## src/rtl/fetch_unit.sv

```systemverilog
// fetch_unit -- three-cycle instruction fetch stage with a valid/ready
// handshake towards decode, branch redirect and a halt request.
//
// Ports:
//   clk           sole clock, all state changes on its rising edge
//   rst           synchronous active-high reset
//   mem_addr      word address to instruction RAM (equals pc)
//   mem_we        RAM write enable, tied low
//   mem_datain    RAM write data, tied to zero
//   mem_rdata     RAM read data, refreshed by the RAM on the falling edge
//   instr         fetched instruction word
//   instr_pc      address instr was fetched from
//   instr_valid   instr / instr_pc hold a valid instruction
//   instr_ready   decode accepts the instruction this cycle
//   branch_valid  one-cycle redirect request
//   branch_target redirect address
//   halt          level request to stop fetching
module fetch_unit #(
  parameter logic [15:0] RESET_PC = 16'h0000
) (
  input  logic        clk,
  input  logic        rst,
  output logic [15:0] mem_addr,
  output logic        mem_we,
  output logic [15:0] mem_datain,
  input  logic [15:0] mem_rdata,
  output logic [15:0] instr,
  output logic [15:0] instr_pc,
  output logic        instr_valid,
  input  logic        instr_ready,
  input  logic        branch_valid,
  input  logic [15:0] branch_target,
  input  logic        halt
);

  localparam logic [1:0] S_ADDR = 2'd0;  // address presented, RAM reads on negedge
  localparam logic [1:0] S_CAPT = 2'd1;  // RAM data stable, latch it
  localparam logic [1:0] S_HOLD = 2'd2;  // instruction offered to decode
  localparam logic [1:0] S_HALT = 2'd3;  // fetching stopped

  logic [1:0]  state;
  logic [15:0] pc;

  assign mem_addr   = pc;
  assign mem_we     = 1'b0;
  assign mem_datain = 16'h0000;

  always_ff @(posedge clk) begin
    if (rst) begin
      pc          <= RESET_PC;
      state       <= S_ADDR;
      instr       <= 16'h0000;
      instr_pc    <= 16'h0000;
      instr_valid <= 1'b0;
    end else if (branch_valid) begin
      pc <= branch_target;
      // While halted a redirect only moves pc; the halt level alone
      // decides when fetching resumes.
      if (state != S_HALT) begin
        instr_valid <= 1'b0;
        state       <= S_ADDR;
      end
    end else begin
      case (state)
        S_ADDR: state <= S_CAPT;
        S_CAPT: begin
          instr       <= mem_rdata;
          instr_pc    <= pc;
          instr_valid <= 1'b1;
          pc          <= pc + 16'd1;
          state       <= S_HOLD;
        end
        S_HOLD: begin
          if (instr_ready) begin
            instr_valid <= 1'b0;
            // Halt is only honoured at the point a new fetch would begin.
            state       <= halt ? S_HALT : S_ADDR;
          end
        end
        default: begin
          if (!halt) begin
            state <= S_ADDR;
          end
        end
      endcase
    end
  end

endmodule

```

## config.mk

```make
export PLATFORM = sky130hd
export DESIGN_NAME = fetch_unit
export DESIGN_NICKNAME = d
export VERILOG_FILES = /design/src/rtl/fetch_unit.sv
export SDC_FILE = /design/constraint.sdc
export NUM_CORES = 1
export LEC_CHECK = 0
export CAP_MARGIN = 20
export CORE_MARGIN = 10
export CORE_UTILIZATION = 42
export DETAILED_ROUTE_END_ITERATION = 6
export PLACE_DENSITY_LB_ADDON = 0.15
export SLEW_MARGIN = 15
export SYNTH_ARGS = -nofsm -noshare
export SYNTH_HDL_FRONTEND = slang
export SYNTH_SLANG_ARGS = --single-unit
export TNS_END_PERCENT = 30
```

## constraint.sdc

```tcl
create_clock -name clk -period 2.2 [get_ports clk]
set_input_delay 0.33 -clock clk [delete_from_list [all_inputs] [get_ports clk]]
set_output_delay 0.33 -clock clk [all_outputs]
set_load 0.02 [all_outputs]
```

**After elaboration in Yosys (flattened, before gate mapping)**

Index checks and enable logic that the tools add are counted.

- Register bits after elaboration: 51
- Output and inout bits: 66

- Bitwise gates (word level): 1
- Muxes and demuxes: 12
- $add $sub $neg: 1
- Eq/ne operators: 6
- Reductions and logical operators: 6

Operators by type and width:

| kind | count |
|---|---|
| $mux 16 | 2 |
| $add 16x1->16 const B | 1 |
| $mux 2 | 5 |
| $pmux 2 s3 | 1 |
| $reduce_and 3->1 | 2 |
| $ne 5x2->1 const B | 1 |
| $mux 1 | 3 |
| $ne 3x3->1 const B | 1 |
| $reduce_bool 3->1 | 1 |
| $eq 2x1->1 const B | 1 |
| $eq 2x2->1 const B | 1 |
| $logic_not 2->1 | 1 |
| $ne 2x1->1 const B | 1 |
| $ne 2x2->1 const B | 1 |
| $pmux 1 s2 | 1 |
| $reduce_and 2->1 | 1 |
| $reduce_bool 2->1 | 1 |
| $not 1->1 | 1 |

**Depth between registers and ports, before layout**

Gate-level depths: netlist (run 1).

- Word-level depth: 4
- Gate-level depth with buffers: 8
- Gate-level depth less buffers: 6

**Worst setup path after synthesis (run 1)**

OpenSTA, ideal clock, no wires.

- Path type: reg-to-reg
- Start point: reg state[0]
- End point: reg pc[7] (netlist: mem_addr[7])
- Arrival: 1.545 ns
- Library setup time: 0.091 ns
- Stages on the path, launching flop included: 6
- Slack: 0.564 ns
- Required time: 2.109 ns
- Period minus slack after synthesis: 1.636 ns
- Path through: dfxtp_1 ha_1 buf_2 nand4_2 or3_1 a311oi_1

- Word-level cells in the longest chain between the ends: 2

Ends and longest elaborated chain:

| element | RTL line | source |
|---|---|---|
| from (decl) | 41 | `logic [1:0] state;` |
| from (signal assigned) | 77 | `state <= halt ? S_HALT : S_ADDR;` |
| $eq 2x1->1 | 64 | `case (state)` |
| $reduce_bool 2->1 (no source line) | -- |  |
| to (signal assigned) | 56 | `pc <= branch_target;` |
| to (signal assigned) | 70 | `pc <= pc + 16'd1;` |
| to (decl) | 42 | `logic [15:0] pc;` |

Every way passes these cells.
A chain may end at the register's enable or synchronous reset.

**Final worst setup path (run 1)**

- Start point: reg state[0]
- End point: reg pc[5] (netlist: mem_addr[5])

Same word-level chain as after synthesis.

==> results.md, run 1 <==
- Run status: finished clean
- Max Cap Viol: 0
- Core area: around 5500 sq um
- Crit path launch type: flip-flop
- Mapped Area: ~2400 sq um
- Unrepaired setup endpoints after global routing: no
- Clk root buf: clkbuf_8
- Post-CTS setup buffers: 0
- Die area: 9050 sq um
- Seq cells post-synth: about 50
- Clock Skew: 0.00365 ns
- IO Pins: 103
- Seq/Total Area, Yosys: 43.0%
- R2R Setup Slk: ~0.28 ns
- RD Place Congestion: approximately 0.76
- Iteration-0 DRC Markers: 74
- Period utilization: about 87%
- LEAKAGE: 1.17 nW
- Die Y: 95.2 um
- Worst-Margin Slew: 0.500 ns
- Crit-path max cell delay: 0.46 ns
- Share of the synthesized area in the top cell type: 43.0%
- FMAX: 520 MHz
- Sum Neg Setup Slack: 0 ns
- Critical Path AT: 2.13 ns
- Post-cts hold buffer count: 0
- DRT Wirelength: approximately 6300 um
- Max FO, Critical Path: 9
- Post-CTS resize count: 0
- Hold WS: about 0.45 ns
- Die width: 95.2 um
- Critical path capture point type: flip-flop
- Antenna violations before repair: 0
- PortBufs: 85
- Number of setup violations in the final report: 0
- DRC violations left: 0
- Hpwl dp: between 4000 and 5000 um
- Vias: around 2100
- CTS tree: done
- Gr ovfl total: 0
- WP buf/inv: 0
- Fin crit period: between 1.5 and 2 ns
- Mapped Cells: between 200 and 300
- Fin. Hold Viols: 0
- Wire length of the first global-routing pass: 9830 um
- Max-slew violations: 0
- Final #Nets: between 400 and 500
- CTS sink cnt: 51
- CP top delay family: simple AND/OR/NAND/NOR gates
- Final design utilization: 60.7%
- Share of cells above drive strength 1: 7.59%
- Worst EP required: roughly 2.4 ns
- Post-synthesis area per instance: 8.18 sq um
- Worst Hold Class: reg2reg
- Remaining antenna violation count: 0
- Largest cells by area after synthesis: dfxtp_1 (43%), nand2_1 (12%), a21oi_1 (8.4%)
- Largest net degree at the start of global routing: 33
- Max-slew headroom: 66.7%
- CP Cell Sequence: ha_1, nand4_2, or3_1, a311oi_1
- Worst-skew pair later-pin latency: around 0.29 ns
- Post-synthesis cell type count: 33
- Yosys warns: 0
- P per Cell Area: just over 600 nW/um^2
- Pre-antenna DRT Iters: 4
- Max Buffers Root-to-Sink: 2
- Std cell rows: 27
- Area Overhead vs Synth: 40.8%
- Worst path slowest cell: dfxtp_1
- Crit Path Category: reg2reg
- CTS buffer count: 5
- Area leader, netlist: dfxtp_1
- # diodes: 0
- Effective utilization at floorplan: about 43%
- Clock transition at the registers of the reported paths: approximately 0.090 ns
- Vias in the first global route: between 2000 and 2500
- Total power: just over 2 mW
- Vias per Instance: 4.79
- H-Tree Level Count: 2
- Worst VDD drop: just over 0.0003 V
- Gr usage total: 13.5%
- WL per Instance: around 14 um
layout by cell type (no fill, tap or decap), drive strengths merged, types with 5 or more instances in the layout:
cell type	synthesis	layout
a211oi	8	8
a21oi	40	40
buf	22	7
clkbuf	14	6
clkdlybuf4s50	0	84
conb	1	17
dfxtp	51	51
ha	6	6
inv	5	5
nand2	75	75
nand4	5	5
nor2	15	15
nor4	5	5
xnor2	10	10
flip-flops by register name (all words and copies together), names as in the netlist:
name / flops
instr: 16
instr_pc: 16
instr_valid: 1
mem_addr: 16
state: 2
power breakdown:
group	total (mW)	internal, mW	switching [mW]
Clock	0.667	0.368	0.299
Sequential	1.01	0.961	0.0469
Combinational	0.352	0.169	0.183
Total	2.03	1.50	0.528
final timing paths:
check	from	endpoint	cells after the start
setup / recovery	state[0]	mem_addr[5]	4
hold / removal	instr[14]	instr[14]	2
hold reg to reg	instr[14]	instr[14]	2
setup reg to reg	state[0]	mem_addr[5]	4
through the flow:
stage / instances / area, sq um / setup slack (ns)
final: 441 / 3340 / 0.278
after global routing: 441 / 3340 / 0.0442
after CTS: 441 / 3340 / 0.267
after detailed placement: 433 / 3220 / 0.295
after global placement: 433 / 3220 / 0.392
after floorplan: 306 / 2430 / 0.564
cell usage after synthesis:
cell type  number
a211oi_2        5
nor4_2          5
nand3b_1        1
nor2_1         15
nand4_2         1
o31ai_1         1
mux2i_1         3
clkbuf_2        1
a21oi_1        40
xnor2_1        10
inv_1           5
nor2b_1         2
o21bai_1        1
nand4_4         1
buf_1           1
nand3_1         4
a311oi_1        4
o21ai_1         2
nand2b_1        3
conb_1          1
buf_2           4
clkbuf_1       13
o21ai_0         2
ha_1            6
nand2_1        75
a211oi_1        3
nand4_1         3
nor3b_1         1
or3_1           3
nor3_1          4
xor2_1          2
dfxtp_1        51
buf_4          17
worst min-delay path, stage by stage (launching register included):
cell and delay [ns]:
dfxtp_1 0.32, nand2_1 0.05, a21oi_1 0.05
logic make-up after synthesis:
family          synth area share, %
fa+ha+maj                      3.16
flops                          43.0
xor+xnor                       4.43
mux                            1.27
other cells                   0.158
compound gates                 15.0
simple gates                   23.5
buf+inv                        9.44
metal layers:
metal  global-route usage [%]  wire length (um)
met1                     15.6              2510
met3                     4.87               619
met4                     3.62                36
met5                        0                 0
met2                     23.2              3110
cell type report:
type,count,area (sq um)
clock buffer,6,82.6
clock inverter,2,35.0
fill,508,2170
tap,72,90.1
timing repair buffer,91,903
multi-input combinational,214,1190
sequential,51,1020
inverter,5,18.8
(Power assumes the default switching activity.)
==> inputs of run 2 (changes only) <==
--- a/config.mk
+++ b/config.mk
@@ -5,10 +5,11 @@
 export SDC_FILE = /design/constraint.sdc
 export NUM_CORES = 1
 export LEC_CHECK = 0
-export CAP_MARGIN = 20
 export CORE_MARGIN = 10
 export CORE_UTILIZATION = 42
 export DETAILED_ROUTE_END_ITERATION = 6
+export GPL_ROUTABILITY_DRIVEN = 0
+export HOLD_SLACK_MARGIN = 0.02
 export PLACE_DENSITY_LB_ADDON = 0.15
 export SLEW_MARGIN = 15
 export SYNTH_ARGS = -nofsm -noshare
==> results of run 2 <==
Same layout as run 1: the final DEF is identical, and so are final timing and power.
==> inputs of run 3 (changes only) <==
--- a/config.mk
+++ b/config.mk
@@ -7,6 +7,7 @@
 export LEC_CHECK = 0
 export CORE_MARGIN = 10
 export CORE_UTILIZATION = 42
+export CTS_BUF_LIST = sky130_fd_sc_hd__clkbuf_4 sky130_fd_sc_hd__clkbuf_8 sky130_fd_sc_hd__clkbuf_16
 export DETAILED_ROUTE_END_ITERATION = 6
 export GPL_ROUTABILITY_DRIVEN = 0
 export HOLD_SLACK_MARGIN = 0.02
==> results of run 3 <==
Same layout as run 1: the final DEF is identical, and so are final timing and power.
==> RTL change, RTL diff (config.mk and constraints of run 1) <==
Register the input `branch_target` before use, without a reset. The logic sees it one clock later. The other inputs are not delayed to match.
--- a/src/rtl/fetch_unit.sv
+++ b/src/rtl/fetch_unit.sv
@@ -38,6 +38,12 @@
   localparam logic [1:0] S_HOLD = 2'd2;  // instruction offered to decode
   localparam logic [1:0] S_HALT = 2'd3;  // fetching stopped
 
+  logic [15:0] branch_target_q;
+
+  always_ff @(posedge clk) begin
+    branch_target_q <= branch_target;
+  end
+
   logic [1:0]  state;
   logic [15:0] pc;
 
@@ -53,7 +59,7 @@
       instr_pc    <= 16'h0000;
       instr_valid <= 1'b0;
     end else if (branch_valid) begin
-      pc <= branch_target;
+      pc <= branch_target_q;
       // While halted a redirect only moves pc; the halt level alone
       // decides when fetching resumes.
       if (state != S_HALT) begin
Behaviour: not the same (a bounded check fails within 4 cycles, from zero or initial values and one cycle with rst high).
==> RTL change against run 1 <==
  * Count of clock-buffer cells in the layout grew 4
  * Die area is 9.9% higher
  * Clock power is 72% higher
  * Via count is 12% higher
  * Setup slack got worse by 9.5 ps
  * Synthesized area rose by 13%
  * Clock skew grew 2.6 ps
  * Sequential cell count rose by 16
  * Design area rose by 13%
  * Sequential share of layout area grew 4.9 points
  * Routed wire length grew 13%
  * Total power rose by 39%
==> RTL change: results (changes against run 1) <==
gpl congestion: 0.8406 (+10%)
top cell types by occurrence after synthesis: nand2_1, dfxtp_1, a21oi_1, buf_4, clkbuf_1
Worst-path clk slew: 70 ps (-20 ps)
DR iter-0 viols: 95 (+28%)
slowest library cell on the worst path: dfxtp_1
top cells by area, synth: dfxtp_1, nand2_1, a21oi_1
worst vdd ir: 0.5198 mV (+72%)
Routed WL: 7082 um (+13%)
largest net degree at the start of global routing: 36 (+9.1%)
fillers: 530 (+4.3%)
startpoint of the worst hold path: branch_target[12]
via count: 2,367 (+12%)
layout cells sized above 1: 7.389% (-0.20 points)
Place WS: 275.8 ps (-19.30 ps)
Distinct cells, synth: 36 (+9.1%)
Synth Area in Compound Gates: 13.07% (-1.9 points)
Post-Synth XOR/XNOR Area: 2.951% (-1.5 points)
status: completed
Mapped Cells: 315 (+8.6%)
sequential element share of the synthesized area: 50.21% (+7.2 points)
Clock Skews: 6.292 ps (+2.637 ps)
Max clock buf depth: 2 (unchanged)
placed cells: 465 (+7.4%)
Avg WL per Cell: 14.72 um (+3.5%)
CTS buffer count: 9 (+4)
Slew @ Worst Pin: 628.9 ps (+128.8 ps)
global-route wire length before repair: 11,370 um (+16%)
multiplexer share of the synthesized area: 1.124% (-0.14 points)
worst min path class: input pin to flip-flop
HPWL after DPL: 5132 um (+7.1%)
synthesized-area fraction occupied by adder cells: 2.810% (-0.35 points)
Leakage: 0.001370 uW (+17%)
DR pass1 iterations: 5 (+1)
# nets final: 444 (+8.0%)
worst-skew pair later-pin latency: 340 ps (+50 ps)
ant diodes: 0 (unchanged)
Max stage delay on crit path: 450 ps
crit path max fanout: 6 (-3)
number of global-route vias before repair: 2,324 (+13%)
H-tree levels: 3 (+1)
all-layer global routing usage: 13.84% (+0.30 points)
RTL change: changes by cell type after synthesis, moves of 4 or more:
cell             run 1  this run
a211oi_2             5         0
buf_2                4         0
clkbuf_1            13        18
dfxtp_1             51        67
nor4_1               0         4
nor4_2               5         0
RTL change: final timing paths:
path	end	slack [ps]	cells past startpoint
setup reg to reg	mem_addr[15]	270	5
hold reg to reg	mem_addr[0]	450	2
hold / removal	branch_target_q[12]	430	1
setup / recovery	mem_addr[15]	270	5
RTL change: per-layer routing:
metal | track usage (%) | up-vias | share of wire, %
met1 | 16.38 | 1076 | 43
met5 | 0 | - | 0
met2 | 21.65 | 83 | 46
met4 | 5.623 | 0 | 1.2
met3 | 5.675 | 10 | 9.4
li1 | - | 1198 | -
RTL change: cell type report:
| type | count | area, um^2 | share of cell area (%) |
|---|---|---|---|
| sequential | 67 | 1341 | 35.41 |
| tap | 75 | 93.84 | 2.478 |
| multi-input combinational | 222 | 1166 | 30.79 |
| clock inverter | 6 | 88.84 | 2.346 |
| clock buffer | 10 | 137.6 | 3.634 |
| inverter | 5 | 18.77 | 0.4955 |
| timing repair buffer | 96 | 940.9 | 24.84 |
RTL change: power by group:
group	leakage [uW]	internal [uW]	total, uW	switching, uW
Combinational	0.000711	169	353	184
Sequential	0.000551	1260	1310	48.9
Clock	0.000108	668	1150	477
RTL change: worst max-delay path: cells and delay by family, from the launching register on:
kind	cells	cell delay, ps
compound gates	1	350
fa+ha+maj	1	250
flops	1	450
simple gates	3	760
RTL change: through the flow:
stage | instance area (um^2) | power (uW)
floorplan | 2731 | 1536
global placement | 3561 | 1691
detailed placement | 3561 | 1693
CTS | 3787 | 2824
global route | 3787 | 2924
finish | 3787 | 2812
